**src/rtl/serial_frame_rx_pkg.sv**
```systemverilog
// Shared definitions for the serial frame receiver.
//   state_e    : receiver FSM state encodings
//   MAX_DATA_W : widest supported data word
//   CNT_W      : bit counter width, sized for the widest supported word
package serial_frame_rx_pkg;

    typedef enum logic [2:0] {
        ST_IDLE   = 3'd0,
        ST_DATA   = 3'd1,
        ST_PARITY = 3'd2,
        ST_STOP   = 3'd3,
        ST_BREAK  = 3'd4
    } state_e;

    localparam int MAX_DATA_W = 16;
    // $clog2(DATA_W+1) evaluated at the largest legal DATA_W, so it fits every width.
    localparam int CNT_W = $clog2(MAX_DATA_W + 1);

endpackage

```
**src/rtl/serial_frame_rx_out_buf.sv**
```systemverilog
// One-entry valid/ready holding register for received words.
//   clk, clr  : clock, synchronous active-high reset
//   load_i    : a good word is available this cycle
//   data_i    : the good word
//   ready_i   : consumer accepts data_o when valid_o & ready_i
//   data_o    : held word
//   valid_o   : data_o holds an unconsumed word
//   overrun_o : one-cycle pulse, a good word was dropped because the buffer was full
module frame_out_buf #(
    parameter int DATA_W = 8
) (
    input  logic              clk,
    input  logic              clr,
    input  logic              load_i,
    input  logic [DATA_W-1:0] data_i,
    input  logic              ready_i,
    output logic [DATA_W-1:0] data_o,
    output logic              valid_o,
    output logic              overrun_o
);

    logic [DATA_W-1:0] data_q;
    logic              valid_q;
    logic              overrun_q;

    always_ff @(posedge clk) begin
        if (clr) begin
            data_q    <= '0;
            valid_q   <= 1'b0;
            overrun_q <= 1'b0;
        end else begin
            overrun_q <= 1'b0;
            if (load_i) begin
                // A word leaving on this same edge frees the slot for the new one.
                if (!valid_q || ready_i) begin
                    data_q  <= data_i;
                    valid_q <= 1'b1;
                end else begin
                    overrun_q <= 1'b1;
                end
            end else if (valid_q && ready_i) begin
                valid_q <= 1'b0;
            end
        end
    end

    assign data_o    = data_q;
    assign valid_o   = valid_q;
    assign overrun_o = overrun_q;

endmodule

```
**src/rtl/serial_frame_rx.sv**
```systemverilog
// Serial frame receiver: start bit 0, DATA_W data bits LSB first,
// optional parity bit, stop bit 1. Line idles at 1.
//   clk, clr   : clock, synchronous active-high reset
//   din        : serial line, sampled only when bit_en=1
//   bit_en     : bit strobe
//   out_data   : received word, held while out_valid=1
//   out_valid  : out_data holds an unconsumed word
//   out_ready  : consumer handshake
//   parity_err : one-cycle pulse, parity mismatch, frame dropped
//   frame_err  : one-cycle pulse, stop bit was 0, frame dropped
//   overrun    : one-cycle pulse, good frame lost to a full buffer
//   busy       : FSM is not idle
module serial_frame_rx
    import serial_frame_rx_pkg::*;
#(
    parameter int DATA_W     = 8,
    parameter int PARITY_EN  = 1,
    parameter int PARITY_ODD = 0
) (
    input  logic              clk,
    input  logic              clr,
    input  logic              din,
    input  logic              bit_en,
    output logic [DATA_W-1:0] out_data,
    output logic              out_valid,
    input  logic              out_ready,
    output logic              parity_err,
    output logic              frame_err,
    output logic              overrun,
    output logic              busy
);

    localparam logic [CNT_W-1:0] LAST_BIT = CNT_W'(DATA_W - 1);
    localparam logic             PAR_ODD  = (PARITY_ODD != 0);

    state_e            state_q;
    logic [CNT_W-1:0]  cnt_q;
    logic [DATA_W-1:0] shift_q;
    logic              par_bad_q;
    logic              parity_err_q;
    logic              frame_err_q;
    logic              good_frame;

    always_ff @(posedge clk) begin
        if (clr) begin
            state_q      <= ST_IDLE;
            cnt_q        <= '0;
            shift_q      <= '0;
            par_bad_q    <= 1'b0;
            parity_err_q <= 1'b0;
            frame_err_q  <= 1'b0;
        end else begin
            parity_err_q <= 1'b0;
            frame_err_q  <= 1'b0;
            if (bit_en) begin
                case (state_q)
                    ST_IDLE: begin
                        if (!din) begin
                            state_q   <= ST_DATA;
                            cnt_q     <= '0;
                            par_bad_q <= 1'b0;
                        end
                    end
                    ST_DATA: begin
                        // Shifting in from the top leaves the first (LSB) bit at bit 0.
                        shift_q <= {din, shift_q[DATA_W-1:1]};
                        cnt_q   <= cnt_q + CNT_W'(1);
                        if (cnt_q == LAST_BIT)
                            state_q <= (PARITY_EN != 0) ? ST_PARITY : ST_STOP;
                    end
                    ST_PARITY: begin
                        par_bad_q <= (din != ((^shift_q) ^ PAR_ODD));
                        state_q   <= ST_STOP;
                    end
                    ST_STOP: begin
                        if (din) begin
                            parity_err_q <= par_bad_q;
                            state_q      <= ST_IDLE;
                        end else begin
                            // Framing error wins; a pending parity mismatch is not reported.
                            frame_err_q <= 1'b1;
                            state_q     <= ST_BREAK;
                        end
                    end
                    ST_BREAK: begin
                        if (din)
                            state_q <= ST_IDLE;
                    end
                    default: state_q <= ST_IDLE;
                endcase
            end
        end
    end

    // Good frame is offered to the buffer on the edge that samples the stop bit.
    assign good_frame = bit_en && (state_q == ST_STOP) && din && !par_bad_q;

    frame_out_buf #(
        .DATA_W (DATA_W)
    ) u_out_buf (
        .clk       (clk),
        .clr       (clr),
        .load_i    (good_frame),
        .data_i    (shift_q),
        .ready_i   (out_ready),
        .data_o    (out_data),
        .valid_o   (out_valid),
        .overrun_o (overrun)
    );

    assign parity_err = parity_err_q;
    assign frame_err  = frame_err_q;
    assign busy       = (state_q != ST_IDLE);

endmodule

```
**config.mk**
```make
export PLATFORM = sky130hd
export DESIGN_NAME = serial_frame_rx
export DESIGN_NICKNAME = d
export VERILOG_FILES = /design/src/rtl/serial_frame_rx_pkg.sv /design/src/rtl/serial_frame_rx_out_buf.sv /design/src/rtl/serial_frame_rx.sv
export SDC_FILE = /design/constraint.sdc
export NUM_CORES = 1
export LEC_CHECK = 0
export CORE_MARGIN = 4
export CORE_UTILIZATION = 60
export CTS_BUF_LIST = sky130_fd_sc_hd__clkbuf_8
export DETAILED_ROUTE_END_ITERATION = 10
export PLACE_DENSITY = 0.86
export SYNTH_ARGS = -nofsm -noshare
export SYNTH_HDL_FRONTEND = slang
export SYNTH_SLANG_ARGS = --single-unit
```
**constraint.sdc**
```tcl
create_clock -name clk -period 4.3 [get_ports clk]
set_clock_uncertainty 0.1 [all_clocks]
set_input_delay 0.86 -clock clk [delete_from_list [all_inputs] [get_ports clk]]
set_output_delay 0.86 -clock clk [all_outputs]
set_load 0.01 [all_outputs]
```
# After elaboration in Yosys (flattened, before gate mapping)

Cells that the tools add are included.

Output and inout port bits: 13
Input bits: 5
Register bits: 29
Logic and storage cells: 58

Eq/ne operators: 10
Reductions and logical operators: 21
Mux-type cells: 14
$add $sub $neg: 1
Bitwise gates (word level): 3

Operators by type and width:

| kind                                                                    | count |
|---|---|
| 3-bit one-hot mux with 5 select lines                                   | 1 |
| 3-bit 2-to-1 mux                                                        | 4 |
| 5-bit one-hot mux with 2 select lines                                   | 1 |
| 2-bit AND reduction                                                     | 4 |
| 8-bit parity                                                            | 1 |
| 3-bit by 2-bit equality test with 1-bit output, second input constant   | 2 |
| 1-bit 2-to-1 mux                                                        | 6 |
| 2-bit inequality test, second input constant                            | 3 |
| 2-bit nonzero test                                                      | 3 |
| 5-bit by 1-bit adder with 5-bit output, second input constant           | 1 |
| 5-bit by 3-bit equality test with 1-bit output, second input constant   | 1 |
| 5-bit 2-to-1 mux                                                        | 1 |
| 1-bit logical AND                                                       | 4 |
| 4-bit AND reduction                                                     | 1 |
| 3-bit by 1-bit equality test with 1-bit output, second input constant   | 1 |
| 3-bit equality test, second input constant                              | 1 |
| 3-bit logical NOT                                                       | 1 |
| 1-bit inverter                                                          | 3 |
| 3-bit AND reduction                                                     | 1 |
| 3-bit nonzero test                                                      | 1 |
| 3-bit OR reduction                                                      | 1 |
| 1-bit logical NOT                                                       | 2 |
| 2-bit by 1-bit inequality test with 1-bit output, second input constant | 1 |
| 1-bit one-hot mux with 2 select lines                                   | 1 |
| 3 further kinds                                                         | 3 |

# Longest topological paths before layout

Gate-level depths: netlist (run 1).

Depth in word-level cells: 6
Mapped depth: 6
Depth with buffers taken out: 5

# Modules after synthesis

A second synthesis (run 1) with hierarchy kept.

Cell total of the unflattened synthesis: 145
Area, all modules: 1297.5 sq um

Modules (own cells, without submodules):

| module          | times used | area an instance (sq um) | cells each | sequential area each (sq um) |
|---|---|---|---|---|
| serial_frame_rx | 1          | 860.8                    | 104        | 380.4 |
| frame_out_buf   | 1          | 436.7                    | 41         | 200.2 |

# Least setup slack after synthesis (run 1)

Ideal clock, no wire load.

Path type: in2reg
Start point: input port bit_en
End point: register u_out_buf.data_q[0] (netlist: u_out_buf.data_o[0])
Setup slack: 2363 ps
Setup time: 128 ps
Required time: 4072 ps
Arrival: 1710 ps
Stages: 6
Buffers on the path: 2
Cells stage by stage: buf_6 > nand4b_4 > nor4b_4 > buf_6 > mux2i_1 > nor2_1

Cells in the longest elaborated chain, start to end: 4

RTL lines:

| element                              | line                          | text |
|---|---|---|
| start, declared                      | serial_frame_rx.sv:23         | `input logic bit_en,` |
| 1-bit logical AND (3 in a row)       | serial_frame_rx.sv:96         | `assign good_frame = bit_en && (state_q == ST_STOP) && din && !par_bad_q;` |
| 2-bit AND reduction (no source line) | n/a                           |  |
| end signal, assigned                 | serial_frame_rx_out_buf.sv:36 | `data_q <= data_i;` |
| end, declared                        | serial_frame_rx_out_buf.sv:22 | `logic [DATA_W-1:0] data_q;` |

Every way passes these cells.
A chain may end at the register's enable or synchronous reset.

# Final worst setup path (run 1)

Start point: input port bit_en
End point: register u_out_buf.data_q[4] (netlist: u_out_buf.data_o[4])

The elaborated chain is that of the path after synthesis.

==> results of run 1 <==
report_power, final:
group          switching (mW)  internal (mW)
Combinational          0.0148         0.0113
Sequential            0.00295          0.270
Clock                   0.103          0.111
cells by family after synthesis:
family	count (synthesis)	synth area share [%]
buffers and inverters	12	6.39
adders and majority gates	1	0.953
DFF	29	44.2
muxes	8	6.10
AOI/OAI and AO/OA	27	12.0
and+or+nand+nor	57	24.6
xor gates and xnor gates	7	5.72
routing by layer:
metal / up-vias / part of all wire, % / track usage (%)
li1: 515 / - / -
met1: 454 / 43 / 22.2
met2: 15 / 53 / 35.0
met3: 2 / 3.4 / 8.17
met4: 0 / 0.28 / 7.47
met5: - / 0 / 0
worst reg2reg max path, delay by kind of cell, from the launching register on:
kind | cells | cell delay [ps]
and+or+nand+nor | 3 | 880
muxes | 1 | 280
DFF | 1 | 560
registers in the layout (all words and copies together), names as in the netlist:
| register | flops |
|---|---|
| state_q | 3 |
| parity_err | 1 |
| u_out_buf.data_o | 8 |
| u_out_buf.overrun_o | 1 |
| cnt_q | 5 |
| u_out_buf.valid_o | 1 |
| par_bad_q | 1 |
| shift_q | 8 |
| frame_err | 1 |
through the flow:
stage          hold WS, ps  power (mW)  cell area (um2)  utilization [%]  std cells
6_report               374       0.513             1530             75.9        184
4_1_cts                375       0.519             1530             75.9        184
5_1_grt                413       0.535             1530             75.9        184
3_3_place_gp           358       0.304             1450             71.6        176
2_1_floorplan          337       0.300             1310                -        141
3_5_place_dp           361       0.305             1450             71.6        176
Yosys cell counts (all sizes together), types with 2 or more instances:
library cell  instances  area, um2
nand2b                5       31.3
nand2                18       67.6
or3                   2       12.5
nor2                 17       63.8
nor3                  2       10.0
nand3                 2       10.0
a21oi                15       75.1
buf                   8       68.8
o22ai                 2       12.5
a211oi                2       15.0
clkbuf                2       7.51
nand4b                2       32.5
inv                   2       7.51
xor2                  2       17.5
dfxtp                29        581
o21ai                 3       15.0
mux2i                 8       80.1
xnor2                 4       35.0
layout make-up:
cell class,count,area share (%)
Multi-Input combinational cell,100,42.3
Tap cell,27,2.20
Sequential cell,29,37.8
Clock inverter,3,1.14
Clock buffer,5,4.49
Inverter,2,0.489
Timing Repair Buffer,18,11.6
worst min-delay path by stage:
stage	depth (start not counted)	slack [ps]	to	start
final	1	370	cnt_q[4]	cnt_q[4]
after global routing	1	410	cnt_q[4]	cnt_q[4]
after global placement	1	360	cnt_q[4]	cnt_q[4]
after floorplan	1	340	cnt_q[4]	cnt_q[4]
after CTS	1	370	cnt_q[4]	cnt_q[4]
after detailed placement	1	360	cnt_q[4]	cnt_q[4]
==> out/qor.csv, run 1 <==
stage,metric,value,unit
outcome,status,completed,
clock_tree,cts_num_sinks,29,
critical_path,path_delay_family,simple AND/OR/NAND/NOR gates,
placement,portBuffers,17,
finish,synthToLayoutAreaGrowth,16.9,%
logic_synthesis,ys_types,39,
finish,final_common_cell,dfxtp_1,
critical_path,end_kind,flop,
clock_tree,cts_max_path_buffers,2,
grt,grt_pass1_vias,959,
sta,slew_viol_final,0,
sta,rsz0062_at_grt,false,
logic_synthesis,ys_warn_count,0,
critical_path,r2r_start,state_q[0],
critical_path,crit_fanout,11,
grt,grt_first_pass_wirelength,4.20,mm
job,maxCapViolCount,0,
sta,setup_slack,1640,ps
placement,place.gp.congestion,0.736,
logic_synthesis,yosysSeqAreaShare,44.2,%
sta,min_period_over_period,61.9,%
detailed_routing,vias,986,
sta,finalSetupViolCount,0,
placement,hpwl,1.72,mm
finish,drive_gt1_share,7.01,%
grt,grt_use_total,20.4,%
clock_tree,post_cts_buffers,0,
critical_path,cp-endpoint,u_out_buf.data_o[4],
sta,relSlewSlack,52.6,%
critical_path,critPathLaunch,bit_en,
clock_tree,cts_tree,done,
floorplanning,rows,16,
critical_path,crit_cells,5,
sta,period_minus_slack,2660,ps
detailed_routing,drc_errors,0,
finish,multi_input_area,648,um2
finish,fillers,148,
logic_synthesis,syn-instance-count,141,
grt,grt_max_degree,30,
critical_path,start_kind,primary input,
floorplanning,io_pins,18,
finish,antenna_cells,0,
floorplanning,die_area,3000,um2
clock_tree,cts_resized,0,
worst_hold_path,hold_class,reg2reg,
detailed_routing,ant_nets,0,
pwr,p_leak,0.546,nW
detailed_routing,drt_iter0_markers,15,
logic_synthesis,netlist_area,1310,um2
sta,finalHoldViolations,0,
clock_tree,cts_root_buf,clkbuf_8,
critical_path,path_class,in2reg,
logic_synthesis,async_flop_share,0,%
logic_synthesis,syn_area_per_cell,9.31,um2
floorplanning,die_w,54.8,um
finish,final_nets,162,
clock_tree,cts_hold_buffers,0,
logic_synthesis,synth_edf_count,0,
critical_path,reg2regPathDepth,4,
critical_path,worstReg2RegEnd,u_out_buf.data_o[4],
logic_synthesis,ys_seq_elements,29,
critical_path,worstPathCellList,clkdlybuf4s50_1 > nand4b_4 > nor4b_4 > mux2i_1 > nor2_1,
detailed_routing,wl_per_cell,13.6,um
clock_tree,path_clk_slew,60,ps
floorplanning,die_h,54.8,um
floorplanning,initial_core_util,64.9,%
critical_path,required,4360,ps
clock_tree,cts_inserted_buffers,5,
detailed_routing,dr.pass1.iters,4,
sta,finalSetupTns,0,ps
pwr,vdd_drop_max,274,uV
pwr,powerDensity,335,nW/um2
placement,dp_slack,1340,ps
sta,tightestPinTransition,708,ps
critical_path,path_buf_inv,1,
floorplanning,core_area,2020,um2
finish,final_cell_mix,"29 x dfxtp_1, 18 x nand2_1, 17 x nor2_1, 17 x clkdlybuf4s50_1, 15 x a21oi_1",
sta,max_freq,375,MHz
critical_path,arrival,2720,ps
clock_tree,clk_latency,280,ps
critical_path,slowest_stage,clkdlybuf4s50_1,
logic_synthesis,synth_nets,147,
detailed_routing,vias_per_cell,5.36,
logic_synthesis,synthFlopType,dfxtp_1,
detailed_routing,wl,2.50,mm
grt,grt_overflow,0,
finish,ff_latch_area,581,um2
clock_tree,cts_max_level,2,
critical_path,r2r_slack,2350,ps
critical_path,cpPeakStageDelay,690,ps
grt,antenna_found_initial,0,
No activity file was read; power rests on OpenSTA's default activity.
==> inputs of run 2 (changes only) <==
CORE_UTILIZATION = 56   (was 60)
PLACE_DENSITY = 0.81   (was 0.86)
clock period = 2.8 ns   (was 4.3 ns; I/O delays follow)
==> run 2 against run 1 <==
Compared with the run above:
- die area up 6.1%
- worst setup slack worse by 1100 ps
- clock power up 56%
- utilization down 5.8 points
- non-clock buffer count up 2
- highest routed layer unchanged
- routed wire length down 5.5%
- via count up 3.5%
==> out/qor.csv, run 2 (synthesized netlist as in run 1, its figures left out) <==
stage,metric,value,unit
outcome,status,completed,
clock_tree,cts_max_level,2,
worst_hold_path,hold_class,reg2reg,
critical_path,path_delay_family,buffers and inverters,
critical_path,crit_cells,2,
floorplanning,die_w,56.4,um
detailed_routing,drc_errors,0,
detailed_routing,wl_met2,1.12,mm
placement,placed_cell_area,1460,um2
grt,grt_pass1_vias,883,
detailed_routing,routed.top_layer,met4,
sta,period_minus_slack,2260,ps
grt,antenna_found_initial,0,
floorplanning,initial_core_util,59.3,%
floorplanning,die_area,3180,um2
critical_path,end_kind,output port,
detailed_routing,dr.pass1.iters,4,
detailed_routing,met3WireLength,124,um
critical_path,reg2regPathDepth,5,
critical_path,path_class,reg2out,
clock_tree,cts_tree,done,
critical_path,arrival,1600,ps
sta,min_period_over_period,80.6,%
sta,finalSetupTns,0,ps
finish,final_cell_mix,"29 x dfxtp_1, 18 x nand2_1, 17 x nor2_1, 17 x clkdlybuf4s50_1, 15 x a21oi_1",
grt,grt_overflow,0,
detailed_routing,vias_per_cell,5.49,
placement,hpwl,1.66,mm
detailed_routing,ant_nets,0,
grt,grt_first_pass_wirelength,4.00,mm
critical_path,required,2140,ps
critical_path,cp-endpoint,busy,
detailed_routing,vias,1021,
detailed_routing,wl_per_cell,12.7,um
sta,tightestPinTransition,436,ps
pwr,p_leak,0.560,nW
sta,max_freq,443,MHz
pwr,powerDensity,512,nW/um2
sta,rsz0062_at_grt,false,
placement,portBuffers,17,
placement,dpl.cell_count,179,
sta,finalHoldViolations,0,
detailed_routing,drt_iter0_markers,19,
sta,relSlewSlack,70.9,%
finish,fin_area,1550,um2
pwr,vdd_drop_max,426,uV
floorplanning,core_area,2210,um2
critical_path,slowest_stage,clkdlybuf4s50_1,
clock_tree,path_clk_slew,60,ps
finish,final_nets,164,
critical_path,path_buf_inv,1,
critical_path,worstPathCellList,or3_1 > clkdlybuf4s50_1,
detailed_routing,wl_met1,1.08,mm
critical_path,cpPeakStageDelay,490,ps
finish,synthToLayoutAreaGrowth,18.1,%
pwr,p_total,0.794,mW
worst_hold_path,hp-start,cnt_q[4],
critical_path,crit_fanout,12,
clock_tree,cts_inserted_buffers,5,
sta,finalSetupViolCount,0,
grt,grt_max_degree,29,
finish,final_common_cell,dfxtp_1,
detailed_routing,wl,2.36,mm
critical_path,worstReg2RegEnd,u_out_buf.data_o[6],
floorplanning,io_pins,18,
sta,slew_viol_final,0,
job,maxCapViolCount,0,
critical_path,start_kind,flop,
clock_tree,cts_root_buf,clkbuf_8,
critical_path,r2r_start,state_q[0],
finish,drive_gt1_share,6.96,%
floorplanning,die_h,56.4,um
placement,place.gp.congestion,0.786,
critical_path,r2r_slack,1100,ps
floorplanning,rows,17,
finish,antenna_cells,0,
clock_tree,post_cts_buffers,0,
clock_tree,cts_resized,0,
clock_tree,cts_hold_buffers,0,
clock_tree,clk_latency,280,ps
clock_tree,cts_max_path_buffers,2,
finish,stdcell_count,186,
clock_tree,cts_num_sinks,29,
grt,grt_use_total,16.2,%
critical_path,critPathLaunch,state_q[0],
run 2: changes by cell type in the layout (fill, tap and decap cells not counted):
| cell | before | now |
|---|---|---|
| buf_4 | 1 | 3 |
| clkinv_2 | 2 | 0 |
| clkbuf_8 | 5 | 6 |
| clkinvlp_4 | 1 | 0 |
| inv_1 | 2 | 3 |
run 2: per-stage QoR:
| stage | hold slack [ps] | setup WS [ps] | util [%] |
|---|---|---|---|
| final | 380 | 544 | 70.1 |
| after global routing | 416 | 506 | 70.1 |
| after CTS | 378 | 536 | 70.1 |
| after detailed placement | 362 | 402 | 66.2 |
| after global placement | 354 | 457 | 66.2 |
| after floorplan | 337 | 1160 | - |
run 2: final cells by class:
type | count | area (um2)
Multi-Input combinational cell | 100 | 648
Timing Repair Buffer | 20 | 193
Inverter | 2 | 7.51
Clock inverter | 1 | 3.75
Tap cell | 28 | 35.0
Sequential cell | 29 | 581
Fill cell | 181 | 662
Clock buffer | 6 | 82.6
run 2: worst min path at each step:
stage	endpoint	slack [ps]	cells past startpoint
after floorplan	cnt_q[4]	340	1
after global placement	cnt_q[4]	350	1
after detailed placement	cnt_q[4]	360	1
after CTS	cnt_q[4]	380	1
after global routing	cnt_q[4]	420	1
final	cnt_q[4]	380	1
run 2: where the power goes:
| part | total [mW] | internal (mW) | switching, mW |
|---|---|---|---|
| clock network | 0.333 | 0.191 | 0.143 |
| registers | 0.420 | 0.415 | 0.00451 |
| logic | 0.0408 | 0.0181 | 0.0226 |
| total | 0.794 | 0.624 | 0.170 |
run 2: per-layer routing:
metal  up-vias  track usage (%)
met5         -                0
met4         0             6.10
met3         4             6.90
met2        15             25.2
met1       483             19.9
li1        519                -
